[src/rtl/mmio_store_router.sv]
// Store-path router: decodes each store into data memory, object registers or unmapped.
// Object stores hit a live bank that is copied to a display shadow bank on frame_ack.
module mmio_store_router #(
    parameter int ADDR_W    = 32,
    parameter int DATA_W    = 32,
    parameter int MEM_BYTES = 1024,
    parameter int NUM_OBJ   = 3,
    parameter int CNT_W     = 8
) (
    input  logic                      clk,
    input  logic                      rst,
    input  logic                      store_en,
    input  logic [ADDR_W-1:0]         address,
    input  logic [DATA_W-1:0]         wdata,
    input  logic                      frame_ack,
    output logic                      writeMemory,
    output logic [ADDR_W-1:0]         mem_addr,
    output logic [DATA_W-1:0]         mem_wdata,
    output logic [NUM_OBJ*DATA_W-1:0] obj_shadow,
    output logic [NUM_OBJ-1:0]        obj_dirty,
    output logic [NUM_OBJ-1:0]        obj_wr,
    output logic                      err_flag,
    output logic [CNT_W-1:0]          err_count
);
    localparam int OBJ_END = MEM_BYTES + 4 * NUM_OBJ;

    logic                             w_in_mem;
    logic                             w_in_obj;
    logic                             w_aligned;
    logic                             w_mem_st;
    logic                             w_err;
    logic [ADDR_W-1:0]                w_off;
    logic [NUM_OBJ-1:0]               w_obj_hit;
    logic [NUM_OBJ-1:0][DATA_W-1:0]   r_live;
    logic [NUM_OBJ-1:0][DATA_W-1:0]   r_shadow;

    // Full-width unsigned compares so high address bits can never alias into a region.
    assign w_in_mem  = address < ADDR_W'(MEM_BYTES);
    assign w_in_obj  = !w_in_mem && (address < ADDR_W'(OBJ_END));
    assign w_aligned = address[1:0] == 2'b00;
    assign w_off     = address - ADDR_W'(MEM_BYTES);
    assign w_mem_st  = store_en && w_in_mem;
    assign w_err     = store_en && !w_in_mem && !(w_in_obj && w_aligned);

    always_comb begin
        w_obj_hit = '0;
        for (int i = 0; i < NUM_OBJ; i++)
            w_obj_hit[i] = store_en && w_in_obj && w_aligned && ((w_off >> 2) == ADDR_W'(i));
    end

    assign obj_shadow = r_shadow;

    always_ff @(posedge clk) begin
        if (rst) begin
            writeMemory <= 1'b0;
            mem_addr    <= '0;
            mem_wdata   <= '0;
            r_live      <= '0;
            r_shadow    <= '0;
            obj_dirty   <= '0;
            obj_wr      <= '0;
            err_flag    <= 1'b0;
            err_count   <= '0;
        end else begin
            writeMemory <= w_mem_st;
            if (w_mem_st) begin
                mem_addr  <= address;
                mem_wdata <= wdata;
            end
            obj_wr <= w_obj_hit;
            // Shadow samples pre-edge live, so a same-cycle store lands only in live.
            for (int i = 0; i < NUM_OBJ; i++) begin
                if (frame_ack)    r_shadow[i] <= r_live[i];
                if (w_obj_hit[i]) r_live[i]   <= wdata;
            end
            obj_dirty <= w_obj_hit | (frame_ack ? '0 : obj_dirty);
            if (w_err) begin
                err_flag <= 1'b1;
                if (err_count != '1) err_count <= err_count + 1'b1;
            end
        end
    end
endmodule

[config.mk]
export PLATFORM = sky130hd
export DESIGN_NAME = mmio_store_router
export DESIGN_NICKNAME = d
export VERILOG_FILES = /design/src/rtl/mmio_store_router.sv
export SDC_FILE = /design/constraint.sdc
export NUM_CORES = 1
export LEC_CHECK = 0
export BUFFER_PORTS_ARGS = -buffer_cell sky130_fd_sc_hd__buf_2
export CAP_MARGIN = 0
export CORE_MARGIN = 1.5
export CORE_UTILIZATION = 55
export CTS_BUF_LIST = sky130_fd_sc_hd__clkbuf_2 sky130_fd_sc_hd__clkbuf_4 sky130_fd_sc_hd__clkbuf_8
export DETAILED_ROUTE_END_ITERATION = 12
export PLACE_DENSITY = 0.88
export SKIP_CTS_REPAIR_TIMING = 1
export SLEW_MARGIN = 0
export SYNTH_ARGS = -nofsm -noshare
export SYNTH_HDL_FRONTEND = slang
export SYNTH_SLANG_ARGS = --single-unit
[constraint.sdc]
create_clock -name clk -period 2 [get_ports clk]
set_input_delay 0.2 -clock clk [delete_from_list [all_inputs] [get_ports clk]]
set_output_delay 0.2 -clock clk [all_outputs]
set_load 0.1 [all_outputs]
Yosys cells after proc, flatten, opt, wreduce, memory -nomap -nowiden. Index checks and enable logic that the tools add are counted.

Bits of input ports: 68. Register bits after elaboration: 272. Logic and storage cells: 37.

Reductions and logical operators: 15. Mux-type cells: 1. Order comparisons: 2. Bitwise logic cells: 1. Add/sub/neg operators: 2. Equal/unequal tests: 3.

Operator list (count): 32-bit by 11-bit less-than comparator with 1-bit output (second input constant) (2); 32-bit zero test (1); 32-bit by 11-bit subtractor with 32-bit output (second input constant) (1); 30-bit by 1-bit == test with 1-bit output (second input constant) (1); 30-bit by 2-bit == test with 1-bit output (second input constant) (1); 1-bit logical AND (10); 8-bit by 1-bit adder with 8-bit output (second input constant) (1); 8-bit != test (second input constant) (1); 3-bit 2-to-1 mux (1); 3-bit OR (1); 1-bit zero test (2); 2-bit zero test (1); 2-bit AND reduction (1).

Depth between registers and ports, before layout. Gate-level depths: netlist of the first run.

Word-level depth: 7. Mapped depth: 7. Depth with buffers taken out: 6.

Worst setup path after synthesis of the first run. OpenSTA, ideal clock, no wires.

Kind: reg2reg. From: register err_count[0]. To: register err_count[0]. Data required time: 1.879 ns. Data arrival time: 2.188 ns. Buffers on the path: 0. Stages on the path, launching flop included: 7. Path slack: -0.309 ns. Cell sequence: dfxtp_1 > ha_1 > nand2_1 > or3_1 > nand2_1 > nor2_1 > mux2_2.

Longest elaborated chain between the ends: 2. Elaborated cells between the ends (all ways): 3.

RTL lines: start: declaration (line 23) `output logic [CNT_W-1:0] err_count`; start signal: assignment (line 79) `if (err_count != '1) err_count <= err_count + 1'b1;`; branches (longest 2 deep; another with 8-bit by 1-bit adder with 8-bit output).

Several ways; the timed one is not identified. A chain may end at the register's enable or synchronous reset.

Worst setup path after layout of the first run.
From: input address[2]. To: register r_live[52] (netlist bit).

Longest elaborated chain between the ends: 6. Elaborated cells between the ends (all ways): 9.

RTL lines: start: declaration (line 13) `input logic [ADDR_W-1:0] address,`; branches (longest 5 deep; another with 32-bit by 11-bit subtractor with 32-bit output); 1-bit logical AND (*) (line 48) `w_obj_hit[i] = store_en && w_in_obj && w_aligned && ((w_off >> 2) == ADDR_W'(i));`; end signal: indexed assignment (line 74) `if (w_obj_hit[i]) r_live[i] <= wdata;`; end: declaration (line 34) `logic [NUM_OBJ-1:0][DATA_W-1:0] r_live;`.

Mark *: on every way between the ends.

==> impl_metrics.sql, run 1 <==
INSERT INTO impl_metrics (metric_group, metric, value, unit) VALUES
('critical_path', 'cp_top_family', 'buffers and inverters', ''),
('worst_hold_path', 'whs_endpoint', 'mem_wdata[5]', ''),
('power_and_ir_drop', 'cellLeakagePower', '5.50', 'nW'),
('timing', 'final.setup_skew', '21.2', 'ps'),
('yosys', 'post_synth_instance_area', '9570', 'um2'),
('yosys', 'average_size_of_a_mapped_cell', '9.40', 'um2'),
('critical_path', 'critical_path.reg2reg.startpoint', 'err_count[0]', ''),
('global_route', 'grt_max_degree', '138', ''),
('die', 'floorplan.initialDensity', '55.9', '%'),
('die', 'placeableCoreArea', '17100', 'um2'),
('route', 'initial_drc_count', '441', ''),
('critical_path', 'ff2ff_setup_slack', '390', 'ps'),
('die', 'die_w', '135', 'um'),
('critical_path', 'arrival_time_at_the_worst_endpoint', '2050', 'ps'),
('yosys', 'synth_xor_area_share', '0', '%'),
('yosys', 'yosys.area.top_type', 'sky130_fd_sc_hd__dfxtp_1', ''),
('yosys', 'netlist_instances', '1018', ''),
('global_route', 'grt_use_total', '25.3', '%'),
('critical_path', 'crit_fanout', '34', ''),
('finish', 'final_net_count', '1372', ''),
('timing', 'layout_worst_path_cycle_share', '83.7', '%'),
('timing', 'slew-limit-headroom', '26.0', '%'),
('critical_path', 'cp-startpoint', 'address[2]', ''),
('yosys', 'synth.area.mux_share', '14.0', '%'),
('route', 'drc_errors', '0', ''),
('run', 'max_cap_violations', '0', ''),
('status', 'outcome', 'complete, but fails checks', ''),
('timing', 'fin_hold_ws', '-7.36', 'ps'),
('route', 'routed_wl', '24.8', 'mm'),
('route', 'drt_pass1_iterations', '5', ''),
('worst_hold_path', 'timing.hold.worst.class', 'in -> reg', ''),
('timing', 'final_hold_viol_count', '1', ''),
('critical_path', 'rr_endpoint', 'err_count[5]', ''),
('critical_path', 'timing.critical_path.cells', 'dlygate4sd3_1 -> buf_2 -> nor2b_1 -> nand4_1 -> or4_1 -> buf_12 -> nand2_1 -> a21oi_1', ''),
('clock_network', 'tritoncts', 'yes', ''),
('finish', 'antenna_cells', '0', ''),
('timing', 'finalWorstPathRequiredPeriod', '1670', 'ps'),
('timing', 'fin_tns_setup', '0', 'ps'),
('yosys', 'synth.yosys.seq_area_share', '56.9', '%'),
('clock_network', 'h-tree-depth', '2', ''),
('yosys', 'asyncSetResetFlopFracSynth', '0', '%'),
('timing', 'unrepaired_setup_endpoints_after_global_routing', 'false', ''),
('global_route', 'grt_overflow_total', '0', ''),
('clock_network', 'clk_latency', '530', 'ps'),
('finish', 'final_core_utilization', '72.7', '%'),
('timing', 'setup-violations-final', '0', ''),
('die', 'fp-row-count', '48', ''),
('route', 'dr_total_vias', '8191', ''),
('placement', 'place.gp.congestion', '0.811', ''),
('route', 'drt-vias-per-instance', '5.25', ''),
('yosys', 'yosys_most_used_dff', 'sky130_fd_sc_hd__dfxtp_1', ''),
('critical_path', 'worstSetupStartpointType', 'input port', ''),
('yosys', 'net_count_after_synthesis', '1087', ''),
('power_and_ir_drop', 'peakVddDrop', '632', 'uV'),
('critical_path', 'reg2reg_depth', '6', ''),
('timing', 'finalMaxSlewViolations', '0', ''),
('global_route', 'antenna_found_initial', '0', ''),
('placement', 'dp_hpwl', '15.2', 'mm'),
('clock_network', 'root_buffer', 'sky130_fd_sc_hd__clkbuf_8', ''),
('yosys', 'synth_enable_flop_cells', '0', ''),
('die', 'ios', '244', ''),
('die', 'area_of_the_die', '18200', 'um2'),
('yosys', 'simple_gate_area_share_of_the_yosys_netlist', '19.1', '%'),
('critical_path', 'critical_path_cell_count', '8', ''),
('route', 'detail_route.wl_per_cell', '15.9', 'um'),
('die', 'die_y', '135', 'um'),
('critical_path', 'path_class', 'in -> reg', ''),
('status', 'failed_checks', 'negative hold slack', ''),
('yosys', 'synth_adder_area_share', '0.131', '%'),
('timing', 'worst-slew-pin-transition', '1110', 'ps'),
('worst_hold_path', 'min-delay-start', 'wdata[5]', '');
-- layout make-up --
| class | count | area, um2 |
|---|---|---|
| Sequential cell | 272 | 5450 |
| Fill cell | 1204 | 4680 |
| Multi-Input combinational cell | 674 | 3810 |
| Timing Repair Buffer | 310 | 1990 |
| Clock buffer | 68 | 855 |
| Tap cell | 225 | 282 |
| Clock inverter | 7 | 42.5 |
| Inverter | 3 | 11.3 |
-- registers in the layout, indices dropped and copies added, names as in the netlist --
| name | count |
|---|---|
| obj_dirty | 3 |
| mem_wdata | 32 |
| obj_shadow | 96 |
| err_count | 8 |
| obj_wr | 3 |
| err_flag | 1 |
| mem_addr | 32 |
| writeMemory | 1 |
| r_live | 96 |
-- worst max-delay path by stage --
stage	endpoint
floorplan	err_count[0]
global placement	r_live[74]
detailed placement	r_live[77]
CTS	err_count[5]
global route	r_live[52]
finish	r_live[52]
-- tightest hold or removal path, delay by kind of cell --
family	cells	cell delay, ps
buf+inv	1	150
simple gates	1	70
compound gates	1	50
-- power by group --
part,total [mW],internal [mW],switching [mW]
registers,5.43,5.42,0.00499
logic,0.467,0.185,0.282
clock network,4.80,2.72,2.08
-- synthesized netlist by cell type (all sizes together), types with 3 or more instances --
| master | number |
|---|---|
| nand4 | 5 |
| a21oi | 112 |
| buf | 34 |
| nand2 | 219 |
| mux2i | 129 |
| mux2 | 4 |
| inv | 3 |
| dfxtp | 272 |
| and2 | 22 |
| nor2b | 8 |
| clkbuf | 35 |
| nand3 | 4 |
| nor2 | 141 |
| nor4 | 11 |
| or4 | 5 |
-- cell usage in the layout (no fill, tap or decap), drive strengths merged --
master       netlist  final
nor4              11     11
a21oi            112    112
buf               34    268
clkinv             0      5
nor3               2      2
mux2               4      4
o21ai              1      1
and2              22     22
nand3              4      4
nand4              5      5
nand2            219    219
a211oi             1      1
clkbuf            35     68
nor2             141    141
nor3b              1      1
nor2b              8      8
ha                 1      1
mux2i            129    129
o31ai              2      2
dlygate4sd3        0     42
nand2b             2      2
or4                5      5
o21ba              1      1
or3                2      2
dfxtp            272    272
inv                3      5
and3               1      1
-- cells by family after synthesis --
family,after synthesis
AND/OR/NAND/NOR,423
multiplexers,133
adder cells (fa/ha/maj),1
buffers and inverters,72
flip-flops,272
AO/OA/AOI/OAI,117
-- stage by stage --
stage | setup slack [ps] | cells | cell area, um2 | power [mW]
2_1_floorplan | 7.33 | 1018 | 9580 | 5.77
3_3_place_gp | 6.36 | 1442 | 11100 | 5.94
3_5_place_dp | -63.7 | 1442 | 11100 | 5.94
4_1_cts | 411 | 1517 | 12000 | 10.7
5_1_grt | 236 | 1559 | 12400 | 11.0
6_report | 327 | 1559 | 12400 | 10.7
-- routing by layer --
layer | vias to the layer above | wire [um] | GRT usage (%)
li1 | 3916 | - | -
met1 | 3889 | 10000 | 30.7
met2 | 332 | 12400 | 43.3
met3 | 54 | 1730 | 5.78
met4 | 0 | 642 | 10.4
met5 | - | 0 | 0
No activity file was read; power rests on OpenSTA's default activity.
==> run 2: changes to the inputs <==
clock period = 1.6 ns   (was 2 ns; I/O delays follow)
==> impl_metrics.sql, run 2 (synthesized netlist as in run 1, its figures left out) <==
INSERT INTO impl_metrics (metric_group, metric, value, unit) VALUES
('status', 'outcome', 'finished, final reports clean', ''),
('finish', 'antenna_cells', '0', ''),
('route', 'drt_pass1_iterations', '5', ''),
('clock_network', 'clkTransAtPathRegs', '60', 'ps'),
('placement', 'pre_cts_slack', '-351', 'ps'),
('power_and_ir_drop', 'peakVddDrop', '878', 'uV'),
('placement', 'place.port_buffers', '243', ''),
('global_route', 'grt_first_pass_wirelength', '37.5', 'mm'),
('route', 'routed_wl', '25.1', 'mm'),
('critical_path', 'cp_top_family', 'buffers and inverters', ''),
('timing', 'final_hold_viol_count', '0', ''),
('critical_path', 'path_class', 'reg -> out', ''),
('clock_network', 'root_buffer', 'sky130_fd_sc_hd__clkbuf_8', ''),
('timing', 'fin_tns_setup', '0', 'ps'),
('clock_network', 'cts.sink_count', '272', ''),
('critical_path', 'timing.critical_path.to_type', 'output pin', ''),
('route', 'detail_route.wl_per_cell', '16.1', 'um'),
('finish', 'synthToLayoutAreaGrowth', '30.9', '%'),
('route', 'drt-vias-per-instance', '5.18', ''),
('critical_path', 'worstSetupStartpointType', 'flip-flop', ''),
('finish', 'filler_cell_count', '1164', ''),
('timing', 'finalMaxSlewViolations', '0', ''),
('critical_path', 'cpMaxStageDelayCell', 'sky130_fd_sc_hd__buf_2', ''),
('timing', 'finalWorstPathRequiredPeriod', '1520', 'ps'),
('timing', 'worst-slew-pin-transition', '520', 'ps'),
('die', 'placeableCoreArea', '17100', 'um2'),
('finish', 'regArea', '5470', 'um2'),
('timing', 'slew-limit-headroom', '65.6', '%'),
('critical_path', 'timing.critical_path.cells', 'buf_2', ''),
('finish', 'final_net_count', '1385', ''),
('critical_path', 'crit_fanout', '2', ''),
('die', 'area_of_the_die', '18200', 'um2'),
('power_and_ir_drop', 'power-per-cell-area', '1050', 'nW/um2'),
('timing', 'setup-violations-final', '0', ''),
('timing', 'final.setup_skew', '8.24', 'ps'),
('power_and_ir_drop', 'final_total_power', '13.1', 'mW'),
('finish', 'layout-drive-gt1-share', '28.4', '%'),
('route', 'initial_drc_count', '367', ''),
('timing', 'max_clk_rate', '660', 'MHz'),
('global_route', 'grt_max_degree', '88', ''),
('clock_network', 'cts_inserted_buffers', '42', ''),
('clock_network', 'h-tree-depth', '2', ''),
('power_and_ir_drop', 'cellLeakagePower', '5.51', 'nW'),
('die', 'die_w', '135', 'um'),
('die', 'die_y', '135', 'um'),
('die', 'ios', '244', ''),
('timing', 'layout_worst_path_cycle_share', '94.7', '%'),
('placement', 'place.gp.congestion', '0.813', ''),
('clock_network', 'tritoncts', 'yes', ''),
('timing', 'finalWorstSetupSlack', '84.5', 'ps'),
('finish', 'mostFrequentLayoutCells', 'sky130_fd_sc_hd__dfxtp_1 (264), sky130_fd_sc_hd__buf_2 (241), sky130_fd_sc_hd__nand2_1 (217)', ''),
('placement', 'dp_hpwl', '15.8', 'mm'),
('route', 'dr_total_vias', '8103', ''),
('worst_hold_path', 'timing.hold.worst.class', 'in -> reg', ''),
('finish', 'final_core_utilization', '73.1', '%'),
('die', 'floorplan.initialDensity', '55.9', '%'),
('run', 'max_cap_violations', '0', ''),
('global_route', 'first_global_vias', '7723', ''),
('global_route', 'antenna_found_initial', '0', ''),
('clock_network', 'cts.path.max_buffers', '3', ''),
('finish', 'final_standard_cell_area_without_fillers', '12500', 'um2'),
('global_route', 'grt_use_total', '25.5', '%'),
('global_route', 'grt_overflow_total', '0', ''),
('critical_path', 'critical_path_required', '1440', 'ps'),
('critical_path', 'critical-path-max-stage-delay', '440', 'ps'),
('clock_network', 'clk_latency', '540', 'ps'),
('placement', 'placed_area', '11300', 'um2'),
('route', 'postRouteAntennaNets', '0', ''),
('timing', 'unrepaired_setup_endpoints_after_global_routing', 'false', ''),
('finish', 'multi_input_area', '3870', 'um2'),
('critical_path', 'critical_path_buf_inv_count', '1', ''),
('route', 'drc_errors', '0', ''),
('die', 'fp-row-count', '48', ''),
('critical_path', 'arrival_time_at_the_worst_endpoint', '1360', 'ps'),
('finish', 'most_common_library_cell_in_the_layout_ignoring_fill_and_taps', 'sky130_fd_sc_hd__dfxtp_1', '');
-- run 2: cell type report --
type                       instances  area share [%]
inverter                           3          0.0900
tap                              225            2.25
clock inverter                     6           0.330
clock buffer                      60            6.20
sequential                       272            43.7
multi-input combinational        674            30.9
timing repair buffer             323            16.5
-- run 2: per-stage QoR --
stage,cells,hold slack [ps]
floorplan,1018,296
global placement,1456,436
detailed placement,1456,438
CTS,1522,-131
global route,1563,16.0
finish,1563,17.4
-- run 2: report_power, final --
| group | internal, mW | leakage (nW) | switching [mW] |
|---|---|---|---|
| clock network | 3.10 | 0.429 | 2.60 |
| registers | 6.77 | 2.20 | 0.00863 |
| logic | 0.246 | 2.89 | 0.361 |
-- run 2: final timing paths --
kind                                     start              to  slack (ps)  cells past startpoint
worst min register to register     mem_addr[9]     mem_addr[9]         450                      2
worst max register to register    err_count[0]    err_count[0]         110                      6
worst min-delay path                address[5]     mem_addr[5]          20                      4
worst max-delay path            obj_shadow[31]  obj_shadow[31]          80                      1
-- run 2: worst min-delay path, stage by stage --
cell	delay (ps)
sky130_fd_sc_hd__buf_2	120
sky130_fd_sc_hd__buf_4	130
sky130_fd_sc_hd__nand2_1	50
sky130_fd_sc_hd__a21oi_1	50
-- run 2: metal layers --
metal | wire [um] | global-route usage, % | share of wire, %
met5 | 0 | 0 | 0
met1 | 10200 | 29.8 | 40
met4 | 590 | 11.1 | 2.3
met2 | 12900 | 44.6 | 51
met3 | 1520 | 6.38 | 6.0
==> run 3: changes to the inputs <==
CORE_UTILIZATION = 50   (was 55)
PLACE_DENSITY = 0.82   (was 0.88)
==> impl_metrics.sql, run 3 (synthesized netlist as in run 1, its figures left out) <==
INSERT INTO impl_metrics (metric_group, metric, value, unit) VALUES
('timing', 'final_hold_viol_count', '0', ''),
('route', 'drt-vias-per-instance', '5.12', ''),
('critical_path', 'timing.critical_path.cells', 'buf_2', ''),
('global_route', 'antenna_found_initial', '0', ''),
('critical_path', 'cp_top_family', 'buffers and inverters', ''),
('die', 'die_y', '141', 'um'),
('critical_path', 'reg2reg_depth', '6', ''),
('power_and_ir_drop', 'p_seq_share', '49.8', '%'),
('power_and_ir_drop', 'cellLeakagePower', '5.57', 'nW'),
('critical_path', 'critical_path_cell_count', '1', ''),
('route', 'drc_errors', '0', ''),
('timing', 'setup-violations-final', '0', ''),
('clock_network', 'cts_inserted_buffers', '43', ''),
('timing', 'layout_worst_path_cycle_share', '95.0', '%'),
('route', 'initial_drc_count', '370', ''),
('timing', 'fin_hold_ws', '41.9', 'ps'),
('clock_network', 'cts.path.max_buffers', '3', ''),
('route', 'dr_total_vias', '8083', ''),
('critical_path', 'ff2ff_setup_slack', '100', 'ps'),
('route', 'routed_wl', '24.7', 'mm'),
('clock_network', 'tritoncts', 'yes', ''),
('critical_path', 'critical_path_required', '1440', 'ps'),
('die', 'ios', '244', ''),
('critical_path', 'critical_path_buf_inv_count', '1', ''),
('die', 'die_w', '141', 'um'),
('timing', 'final.setup_skew', '30.4', 'ps'),
('timing', 'finalWorstPathRequiredPeriod', '1520', 'ps'),
('worst_hold_path', 'timing.hold.worst.class', 'in -> reg', ''),
('placement', 'pre_cts_slack', '-389', 'ps'),
('run', 'max_cap_violations', '0', ''),
('timing', 'slew-limit-headroom', '33.8', '%'),
('clock_network', 'clk_latency', '540', 'ps'),
('power_and_ir_drop', 'p_comb_share', '4.5', '%'),
('finish', 'synthToLayoutAreaGrowth', '32.0', '%'),
('power_and_ir_drop', 'internal-power', '10.6', 'mW'),
('finish', 'mostFrequentLayoutCells', 'sky130_fd_sc_hd__dfxtp_1 (264), sky130_fd_sc_hd__buf_2 (241), sky130_fd_sc_hd__nand2_1 (217)', ''),
('placement', 'place.port_buffers', '243', ''),
('power_and_ir_drop', 'power-per-cell-area', '1080', 'nW/um2'),
('critical_path', 'cpMaxStageDelayCell', 'sky130_fd_sc_hd__buf_2', ''),
('clock_network', 'cts.sink_count', '272', ''),
('placement', 'place.gp.congestion', '0.774', ''),
('die', 'floorplan.initialDensity', '51.1', '%'),
('critical_path', 'critical-path-max-stage-delay', '460', 'ps'),
('global_route', 'grt_overflow_total', '0', ''),
('placement', 'dp_hpwl', '15.4', 'mm'),
('route', 'drt_pass1_iterations', '5', ''),
('finish', 'final_net_count', '1381', ''),
('global_route', 'grt_first_pass_wirelength', '37.6', 'mm'),
('clock_network', 'root_buffer', 'sky130_fd_sc_hd__clkbuf_8', ''),
('status', 'outcome', 'finished, final reports clean', ''),
('finish', 'filler_cell_count', '1424', ''),
('finish', 'antenna_cells', '0', ''),
('power_and_ir_drop', 'power_switching', '3.02', 'mW'),
('finish', 'layout-drive-gt1-share', '28.8', '%'),
('global_route', 'grt_use_total', '23.2', '%'),
('finish', 'most_common_library_cell_in_the_layout_ignoring_fill_and_taps', 'sky130_fd_sc_hd__dfxtp_1', ''),
('power_and_ir_drop', 'peakVddDrop', '697', 'uV'),
('timing', 'finalWorstSetupSlack', '79.8', 'ps'),
('timing', 'fin_tns_setup', '0', 'ps'),
('die', 'placeableCoreArea', '18700', 'um2'),
('die', 'fp-row-count', '50', ''),
('timing', 'worst-slew-pin-transition', '990', 'ps'),
('clock_network', 'clkTransAtPathRegs', '60', 'ps'),
('route', 'detail_route.wl_per_cell', '15.6', 'um'),
('timing', 'max_clk_rate', '658', 'MHz'),
('critical_path', 'worstSetupStartpointType', 'flip-flop', ''),
('global_route', 'first_global_vias', '7597', ''),
('power_and_ir_drop', 'p_sw_share', '22.2', '%'),
('timing', 'finalMaxSlewViolations', '0', ''),
('clock_network', 'h-tree-depth', '2', ''),
('critical_path', 'path_class', 'reg -> out', ''),
('die', 'area_of_the_die', '20000', 'um2'),
('critical_path', 'arrival_time_at_the_worst_endpoint', '1360', 'ps'),
('worst_hold_path', 'hold-path-cell-count', '4', ''),
('route', 'postRouteAntennaNets', '0', ''),
('global_route', 'grt_max_degree', '131', ''),
('power_and_ir_drop', 'clockPowerShare', '45.7', '%'),
('critical_path', 'timing.critical_path.to_type', 'output pin', ''),
('critical_path', 'crit_fanout', '2', '');
[run 3: cell count changes in the layout (fill, tap and decap cells not counted)]
cell,change
sky130_fd_sc_hd__clkbuf_8,+7
sky130_fd_sc_hd__buf_4,-6
sky130_fd_sc_hd__clkbuf_4,+4
sky130_fd_sc_hd__clkinv_2,+3
sky130_fd_sc_hd__clkinvlp_4,-2
sky130_fd_sc_hd__buf_6,+1
sky130_fd_sc_hd__inv_4,+1
[run 3: path summary, 6_finish.rpt]
kind / to / startpoint
worst max-delay path: obj_shadow[57] / obj_shadow[57]
worst min-delay path: mem_addr[7] / address[7]
worst max register to register: err_count[5] / err_count[1]
worst min register to register: mem_wdata[3] / mem_wdata[3]
[run 3: final cells by class]
cell class              instances  area (um2)  share of cell area, %
repair buffers                318        2030                   16.1
multi-input cells             674        3870                   30.6
clock buffers                  71         902                   7.14
clock inverters                 8        47.5                  0.376
flip-flops and latches        272        5470                   43.3
inverters                       3        11.3                 0.0892
well taps                     234         293                   2.32
[run 3: tightest hold or removal path: stages]
cell and delay, ps:
sky130_fd_sc_hd__buf_2 120, sky130_fd_sc_hd__buf_4 120, sky130_fd_sc_hd__nand2_1 50, sky130_fd_sc_hd__a21oi_1 50
[run 3: routing by layer]
metal	track usage, %	part of all wire (%)	vias to the layer above
li1	-	-	3944
met3	5.74	7.3	56
met5	0	0	-
met2	39.9	49	273
met4	9.87	2.9	0
met1	27.5	40	3810
[run 3: metrics by stage]
step	cells	instance area, um2	utilization [%]	power, mW
6_report	1580	12600	67.5	13.6
5_1_grt	1580	12600	67.5	14.1
4_1_cts	1539	12200	65.3	13.7
3_5_place_dp	1460	11300	60.2	7.45
3_3_place_gp	1460	11300	60.2	7.45
2_1_floorplan	1018	9690	-	7.21
[run 3: power by group through the flow]
stage | clock network, mW | logic, mW | registers [mW]
after floorplan | 0 | 0.236 | 6.98
after global placement | 0 | 0.522 | 6.93
after detailed placement | 0 | 0.526 | 6.93
after CTS | 6.37 | 0.530 | 6.78
after global routing | 6.64 | 0.651 | 6.78
final | 6.23 | 0.612 | 6.78
